--- src/rtl/uart_boot_loader.sv ---
// uart_boot_loader: loads a DEPTH-word image over 8N1 UART into memory, then releases the CPU and dumps memory on request.
// Ports: clk, rst_n (async active-low), ce (global clock enable)
//        rx / tx          UART pins, idle high
//        scan_memory      dump request level, honoured only while the CPU runs
//        mem_addr, mem_wdata, mem_we, mem_re, mem_rdata   word memory port, read data one cycle after mem_re
//        cpu_hold         CPU reset while loading or dumping
//        frame_err        sticky low-stop-bit flag
module uart_boot_loader #(
  parameter int CLKS_PER_BIT = 104,
  parameter int WORD_BYTES   = 4,
  parameter int ADDR_W       = 8,
  parameter int DEPTH        = 256
) (
  input  logic                    clk,
  input  logic                    rst_n,
  input  logic                    ce,
  input  logic                    scan_memory,
  input  logic                    rx,
  output logic                    tx,
  output logic [ADDR_W-1:0]       mem_addr,
  output logic [8*WORD_BYTES-1:0] mem_wdata,
  output logic                    mem_we,
  output logic                    mem_re,
  input  logic [8*WORD_BYTES-1:0] mem_rdata,
  output logic                    cpu_hold,
  output logic                    frame_err
);
  localparam int DW = 8*WORD_BYTES;
  localparam int CW = $clog2(CLKS_PER_BIT);
  localparam logic [CW-1:0] HALF = CW'(CLKS_PER_BIT/2-1);
  localparam logic [CW-1:0] LAST = CW'(CLKS_PER_BIT-1);
  typedef enum logic [2:0] {LOAD, WRITE, RUN, DUMP_RD, DUMP_LAT, DUMP_TX, DUMP_END} state_t;
  typedef enum logic [1:0] {RX_IDLE, RX_START, RX_DATA, RX_STOP} rx_t;
  state_t state, state_n;
  rx_t rx_st;
  logic [1:0] sync;
  logic rx_prev, rx_valid, tx_busy, tx_go, last;
  logic [CW-1:0] rx_cnt, tx_cnt;
  logic [2:0] rx_bit;
  logic [3:0] tx_bit, cnt, cnt_n;
  logic [7:0] rx_sh;
  logic [9:0] tx_sh;
  logic [ADDR_W-1:0] addr_n;
  logic [DW-1:0] wdata_n, dword, dword_n;
  // Receiver: edge-triggered start, start bit re-checked at mid-bit so a short glitch falls back to idle.
  always_ff @(posedge clk or negedge rst_n)
    if (!rst_n) begin
      sync <= 2'b11;
      rx_prev <= 1'b1;
      rx_st <= RX_IDLE;
      rx_cnt <= '0;
      rx_bit <= '0;
      rx_sh <= '0;
      rx_valid <= 1'b0;
      frame_err <= 1'b0;
    end else if (ce) begin
      sync <= {sync[0], rx};
      rx_prev <= sync[1];
      rx_valid <= 1'b0;
      rx_cnt <= rx_cnt + 1'b1;
      case (rx_st)
        RX_IDLE: begin
          rx_cnt <= '0;
          if (rx_prev && !sync[1]) rx_st <= RX_START;
        end
        RX_START: if (rx_cnt == HALF) begin
          rx_cnt <= '0;
          rx_bit <= '0;
          rx_st <= sync[1] ? RX_IDLE : RX_DATA;
        end
        RX_DATA: if (rx_cnt == LAST) begin
          rx_cnt <= '0;
          rx_sh <= {sync[1], rx_sh[7:1]};
          rx_bit <= rx_bit + 3'd1;
          if (rx_bit == 3'd7) rx_st <= RX_STOP;
        end
        RX_STOP: if (rx_cnt == LAST) begin
          rx_st <= RX_IDLE;
          rx_valid <= sync[1];
          frame_err <= frame_err | !sync[1];
        end
      endcase
    end
  // Transmitter: frame shifts out LSB first and refills with ones, so an idle shifter drives the line high.
  always_ff @(posedge clk or negedge rst_n)
    if (!rst_n) begin
      tx_sh <= '1;
      tx_busy <= 1'b0;
      tx_cnt <= '0;
      tx_bit <= '0;
    end else if (ce) begin
      if (tx_go) begin
        tx_sh <= {1'b1, dword[7:0], 1'b0};
        tx_busy <= 1'b1;
        tx_cnt <= '0;
        tx_bit <= '0;
      end else if (tx_busy) begin
        tx_cnt <= tx_cnt + 1'b1;
        if (tx_cnt == LAST) begin
          tx_cnt <= '0;
          tx_sh <= {1'b1, tx_sh[9:1]};
          tx_bit <= tx_bit + 4'd1;
          if (tx_bit == 4'd9) tx_busy <= 1'b0;
        end
      end
    end
  assign tx = tx_sh[0];
  always_ff @(posedge clk or negedge rst_n)
    if (!rst_n) begin
      state <= LOAD;
      mem_addr <= '0;
      mem_wdata <= '0;
      cnt <= '0;
      dword <= '0;
    end else if (ce) begin
      state <= state_n;
      mem_addr <= addr_n;
      mem_wdata <= wdata_n;
      cnt <= cnt_n;
      dword <= dword_n;
    end
  assign last = mem_addr == ADDR_W'(DEPTH-1);
  // cnt is the byte lane while loading and the bytes-sent count while dumping.
  always_comb begin
    state_n = state;
    addr_n = mem_addr;
    wdata_n = mem_wdata;
    cnt_n = cnt;
    dword_n = dword;
    tx_go = 1'b0;
    case (state)
      LOAD: if (rx_valid) begin
        for (int i = 0; i < WORD_BYTES; i++)
          if (cnt == 4'(i)) wdata_n[8*i +: 8] = rx_sh;
        cnt_n = cnt + 4'd1;
        if (cnt + 4'd1 == 4'(WORD_BYTES)) state_n = WRITE;
      end
      WRITE: begin
        cnt_n = '0;
        state_n = last ? RUN : LOAD;
        addr_n = last ? '0 : mem_addr + 1'b1;
      end
      RUN: if (scan_memory) state_n = DUMP_RD;
      DUMP_RD: state_n = DUMP_LAT;
      DUMP_LAT: begin
        dword_n = mem_rdata;
        cnt_n = '0;
        state_n = DUMP_TX;
      end
      DUMP_TX: if (!tx_busy) begin
        if (cnt != 4'(WORD_BYTES)) begin
          tx_go = 1'b1;
          dword_n = dword >> 8;
          cnt_n = cnt + 4'd1;
        end else begin
          cnt_n = '0;
          state_n = last ? DUMP_END : DUMP_RD;
          addr_n = last ? '0 : mem_addr + 1'b1;
        end
      end
      DUMP_END: if (!scan_memory) state_n = RUN;
      default: state_n = LOAD;
    endcase
  end
  assign mem_we = state == WRITE;
  assign mem_re = state == DUMP_RD;
  assign cpu_hold = state != RUN;
endmodule

--- config.mk ---
export PLATFORM = sky130hd
export DESIGN_NAME = uart_boot_loader
export DESIGN_NICKNAME = d
export VERILOG_FILES = /design/src/rtl/uart_boot_loader.sv
export SDC_FILE = /design/constraint.sdc
export NUM_CORES = 1
export LEC_CHECK = 0
export BUFFER_PORTS_ARGS = -buffer_cell sky130_fd_sc_hd__buf_2
export CORE_MARGIN = 5
export CORE_UTILIZATION = 55
export DETAILED_ROUTE_END_ITERATION = 10
export GPL_TIMING_DRIVEN = 0
export MAX_ROUTING_LAYER = met4
export PLACE_DENSITY = 0.77
export REMOVE_ABC_BUFFERS = 1
export SYNTH_ARGS = -nofsm -noshare
export SYNTH_HDL_FRONTEND = slang
export SYNTH_SLANG_ARGS = --single-unit
--- constraint.sdc ---
create_clock -name clk -period 2.4 [get_ports clk]
set_clock_uncertainty 0.05 [all_clocks]
set_input_delay 0.48 -clock clk [delete_from_list [all_inputs] [get_ports clk]]
set_output_delay 0.48 -clock clk [all_outputs]
set_load 0.05 [all_outputs]
; Word level (Yosys, flattened, before mapping)
; Cells that the tools add are included.
[word_totals]
ff_bits = 126
latchBits = 0
ramBits = 0
rom_bits = 0
inputBits = 37
output_inout_bits = 45
elab_cells = 137
memories = 0
[classes]
addsub = 6
n_mul = 0
div = 0
n_lt_le_gt_ge = 0
eq_ne = 33
shifts = 0
mux = 51
bitwise = 1
n_reduce_logical = 26
[ops]
columns = op, n
row1 = two-way mux 32 bit, 2
row2 = case mux 32 bit (2 select lines), 1
row3 = two-way mux 7 bit, 5
row4 = AND reduction 4 bit, 8
row5 = two-way mux 10 bit, 3
row6 = two-way mux 3 bit, 9
row7 = two-way mux 4 bit, 6
row8 = two-way mux 8 bit, 3
row9 = "inequality test 2 bit, second input constant", 12
row10 = case mux 3 bit (7 select lines), 1
row11 = case mux 7 bit (3 select lines), 1
row12 = case mux 8 bit (2 select lines), 1
row13 = "adder 7 x 1 -> 7 bit, second input constant", 2
row14 = "equality test 7 bit, second input constant", 2
row15 = two-way mux 2 bit, 7
row16 = "equality test 3 bit, second input constant", 4
row17 = case mux 4 bit (3 select lines), 1
row18 = nonzero test 2 bit, 5
row19 = two-way mux 1 bit, 9
row20 = AND reduction 3 bit, 3
row21 = "adder 4 x 1 -> 4 bit, second input constant", 2
row22 = "adder 8 x 1 -> 8 bit, second input constant", 1
row23 = "equality test 4 x 2 -> 1 bit, second input constant", 2
row24 = "equality test 8 bit, second input constant", 1
row25 = 24 further kinds, 26

; Depth between registers and ports, before layout
[logic_depth]
ltp_word = 6
ltp_mapped = 9
mapped_depth_nobuf = 6

; Least setup slack after synthesis
; No wires, ideal clock.
[synth_path]
path_type = reg-to-reg
from = register cnt[0]
to = register tx_sh[2]
setup_ns = 0.082
arrival_time_ns = 2.042
required_ns = 2.268
slack_ns = 0.225
stages_incl_launch_ff = 10
n_path_buf = 3
period_less_slack_ns = 2.175
path_cell_list = dfrtp_1 inv_1 ha_1 and3b_1 buf_6 or3_1 buf_6 a21oi_4 buf_12 mux2_4
[synth_between]
elab_chain_len = 6
word_cells_on_any_way = 8
classes_between = eq/ne (1) / mux (4) / reduce/logical (3)
[synth_rtl]
columns = item, line_no
row1 = "start, declared", 40  ; logic [3:0] tx_bit, cnt, cnt_n;
row2 = "start signal, assigned", 119  ; cnt <= cnt_n;
row3 = inequality test 4 x 3 -> 1 bit *, 151  ; if (cnt != 4'(WORD_BYTES)) begin
row4 = two-way mux 1 bit *, 151
row5 = two-way mux 1 bit *, 150  ; DUMP_TX: if (!tx_busy) begin
row6 = two-way mux 1 bit *, 131  ; case (state)
row7 = nonzero test 2 bit (no line), --
row8 = AND reduction 3 bit (no line), --
row9 = "end signal, assigned", 93  ; tx_sh <= {1'b1, dword[7:0], 1'b0};
row10 = "end signal, assigned", 101  ; tx_sh <= {1'b1, tx_sh[9:1]};
row11 = "end, declared", 42  ; logic [9:0] tx_sh;
; Every way passes the cells marked *; elsewhere a longest branch is shown, timed or not.
; A chain may end at the register's enable or synchronous reset.

; Worst setup path after layout
[layout_path]
from = register cnt[0]
to = register tx_sh[4]
; Same word-level chain as after synthesis.

==> metrics.csv <==
stage,metric,value,unit
floorplanning,Die Span X,114.8,µm
setup_path,CP arrival,2690,ps
drt,first drt pass iteration count,7,
yosys,Yosys top cell area share,46.78,%
yosys,"EDFF count, synth",0,
floorplanning,io pins,82,
pwr,leakage,3.570,nW
yosys,xor/xnor share of the synthesized area,1.304,%
clock_tree,CTS tree,done,
yosys,synth top area cells,"dfrtp_1 (47%), mux2_2 (16%), nand2_1 (6.3%)",
clock_tree,clock insertion delay at the later pin of the skew report,510,ps
drt,drc violations,0,
sta,post-route clock period utilization,96.24,%
grt,initial antenna violation count,0,
sta,Slew @ Worst Pin,649.7,ps
pwr,Power per Cell Area,1047,nW/µm²
grt,vias in the first global route,4523,
clock_tree,H-tree lvl count,4,
placed_design,placed cell areas,6529,µm²
sta,final hold violations,0,
setup_path,CP required,2780,ps
drt,Iteration-0 DRC Markers,264,
sta,setup_tns,0,ps
yosys,"flops & latches, synth",125,
floorplanning,DIE HEIGHT,114.8,µm
sta,RSZ-0062 raised after global routing,no,
pwr,overall power,0.007587,W
sta,Final min period,2310,ps
sta,Worst slew margin,56.55,%
clock_tree,CTS max path bufs,2,
drt,vias post-DR,4411,
floorplanning,core area,10790,µm²
yosys,cell count after synthesis,541,
placed_design,gpl congestion,0.8447,
setup_path,crit end category,flop,
yosys,Synth Area per Inst,11.17,µm²
yosys,register area share after synthesis,52.00,%
floorplanning,Initial Util,56.01,%
pwr,peak supply drop,656.0,µV
final_layout,area of the multi-input gates,2785,µm²
final_layout,Fill cells,820,
setup_path,Crit Path Max Fanout,6,
yosys,Synth area leader,dfrtp_1,
grt,Overall Global Routing Usage,21.28,%
setup_path,Setup CP Type,reg2reg,
final_layout,synth-to-layout area growth,19.85,%
grt,GRT Residual Overflow,0,
drt,Post-DRT Antenna Nets,0,
yosys,largest family of logic cells by synthesized area,multiplexers,
yosys,Post-Synth Adder-Cell Area,2.277,%
final_layout,most frequent cells in the layout,"dfrtp_1 (111), nand2_1 (102), mux2_2 (85)",
yosys,Ys Warns,0,
yosys,simple-gate area share of the yosys netlist,15.90,%
sta,Final setup viols,0,
final_layout,layout cells sized above 1,37.29,%
final_layout,Final #Nets,677,
yosys,post-synthesis compound-gate area fraction,6.831,%
yosys,post-synthesis async set-or-reset flop share,100.0,%
sta,Max Freq,433.0,MHz
yosys,count of cell types in the netlist,54,
sta,Max Slew Vio Count,0,
clock_tree,Inserted Clock Buffers,17,
floorplanning,Die ar.,13190,µm²
drt,Avg WL per Cell,16.90,µm
floorplanning,num rows,38,
placed_design,Detailed Place HPWL,8.228,mm
min_path,worst hold path type,in2reg,
clock_tree,"Clk pin slew, worst setup/hold paths",60,ps
final_layout,ant diodes,0,
run,maxcap violations,0,
final_layout,register area,3148,µm²
yosys,Netlist Area Pre-Place,6045,µm²
yosys,ys flop type,dfrtp_1,
setup_path,Startpoint Class,flop,
placed_design,PortBufs,81,
sta,WHS,152.6,ps
final_layout,"Design Area, Final",7244,µm²
run_status,status,"finished, final reports clean",
grt,largest net degree at the start of global routing,66,
final_layout,"most common cell after layout, fill and taps aside",dfrtp_1,
grt,first-pass GRT wire length,21.71,mm
yosys,fraction of synthesized area in multiplexers,18.65,%
drt,final WL,13.20,mm
drt,via/cell ratio,5.648,
clock_tree,clk root buf,clkbuf_8,
clock_tree,clk sink count,125,
-- metrics by stage --
stage | setup slack [ps] | utilization [%] | cells
6_report | 90.30 | 67.12 | 781
5_1_grt | 5.667 | 67.12 | 781
4_1_cts | 23.56 | 66.75 | 779
3_5_place_dp | -1347 | 60.49 | 738
3_3_place_gp | -1261 | 60.13 | 737
2_1_floorplan | -390.3 | - | 516
-- state kept, by name (all words and copies together), names as in the netlist, named ones only --
register,cells
dword,32
mem_wdata,32
tx_sh,9
mem_addr,8
rx_sh,8
rx_cnt,7
tx_cnt,7
cnt,4
tx_bit,4
rx_bit,3
state,3
sync,2
frame_err,1
rx_prev,1
rx_st,1
rx_valid,1
tx_busy,1
-- cell usage after synthesis, types with 2 or more instances --
cell / instances
nand4_1: 12
mux2_4: 6
nor2_1: 17
nand3_1: 17
nand2_1: 102
mux2i_1: 8
a21o_1: 2
buf_6: 2
o2bb2ai_1: 5
or3_1: 4
nor2b_1: 11
ha_1: 11
clkbuf_1: 15
or4b_2: 2
a211oi_1: 2
o41ai_1: 4
and3_1: 6
buf_2: 5
nand3b_1: 5
xor2_1: 4
xnor2_1: 5
a31oi_1: 6
dfstp_2: 12
dfrtp_1: 113
inv_1: 13
mux2_2: 85
and3b_1: 4
nand2b_1: 3
o21ai_0: 18
and2_1: 4
a22o_1: 3
a21oi_1: 13
-- worst max-delay path: stages, from the launching register on --
cell     delay [ps]
dfrtp_1         390
inv_1           100
ha_1            250
and3b_1         290
or3_4           410
a21oi_4         240
buf_4           190
mux2_4          300
-- cell families after synthesis --
family	Yosys count
simple gates	197
flops	125
mux	99
compound gates	62
buf+inv	38
fa+ha+maj	11
xor+xnor	9
-- metal layers --
| metal | track usage (%) | part of all wire, % |
|---|---|---|
| met1 | 25.67 | 43 |
| met2 | 35.86 | 51 |
| met3 | 5.579 | 5.4 |
| met4 | 5.243 | 1.1 |
| met5 | - | 0 |
-- final cells by class --
cell class	count	area share, %
Sequential cell	125	43.45
Multi-Input combinational cell	381	38.45
Timing Repair Buffer	91	7.029
Clock buffer	19	5.959
Tap cell	140	2.418
Clock inverter	12	2.021
Inverter	13	0.6736
-- what timing repair did --
item,4_1_cts,5_1_grt
hold buffers,1,0
pin swaps,2,1
cloned,1,2
buffers inserted,8,0
hold endpoints to repair,64,0
endpoints found under the setup margin,59,42
gates resized for setup,6,6
-- report_power, final --
group / switching, W / internal (W) / leakage (nW) / total, W
clock network: 0.000901 / 0.00159 / 0.279 / 0.00249
registers: 0.000527 / 0.00265 / 1.60 / 0.00318
logic: 0.00107 / 0.000842 / 1.69 / 0.00191
-- path summary, 6_finish.rpt --
kind | startpoint | to | slack [ps] | cells after the start
max in group asynchronous | rst_n | sync[0] | 1090 | 3
max reg2reg | cnt[0] | tx_sh[4] | 90 | 7
min reg2reg | frame_err | frame_err | 420 | 1
min in group asynchronous | rst_n | dword[27] | 470 | 2
max | cnt[0] | tx_sh[4] | 90 | 7
min | rx | sync[0] | 150 | 2
Power figures use the tool's default switching activity.
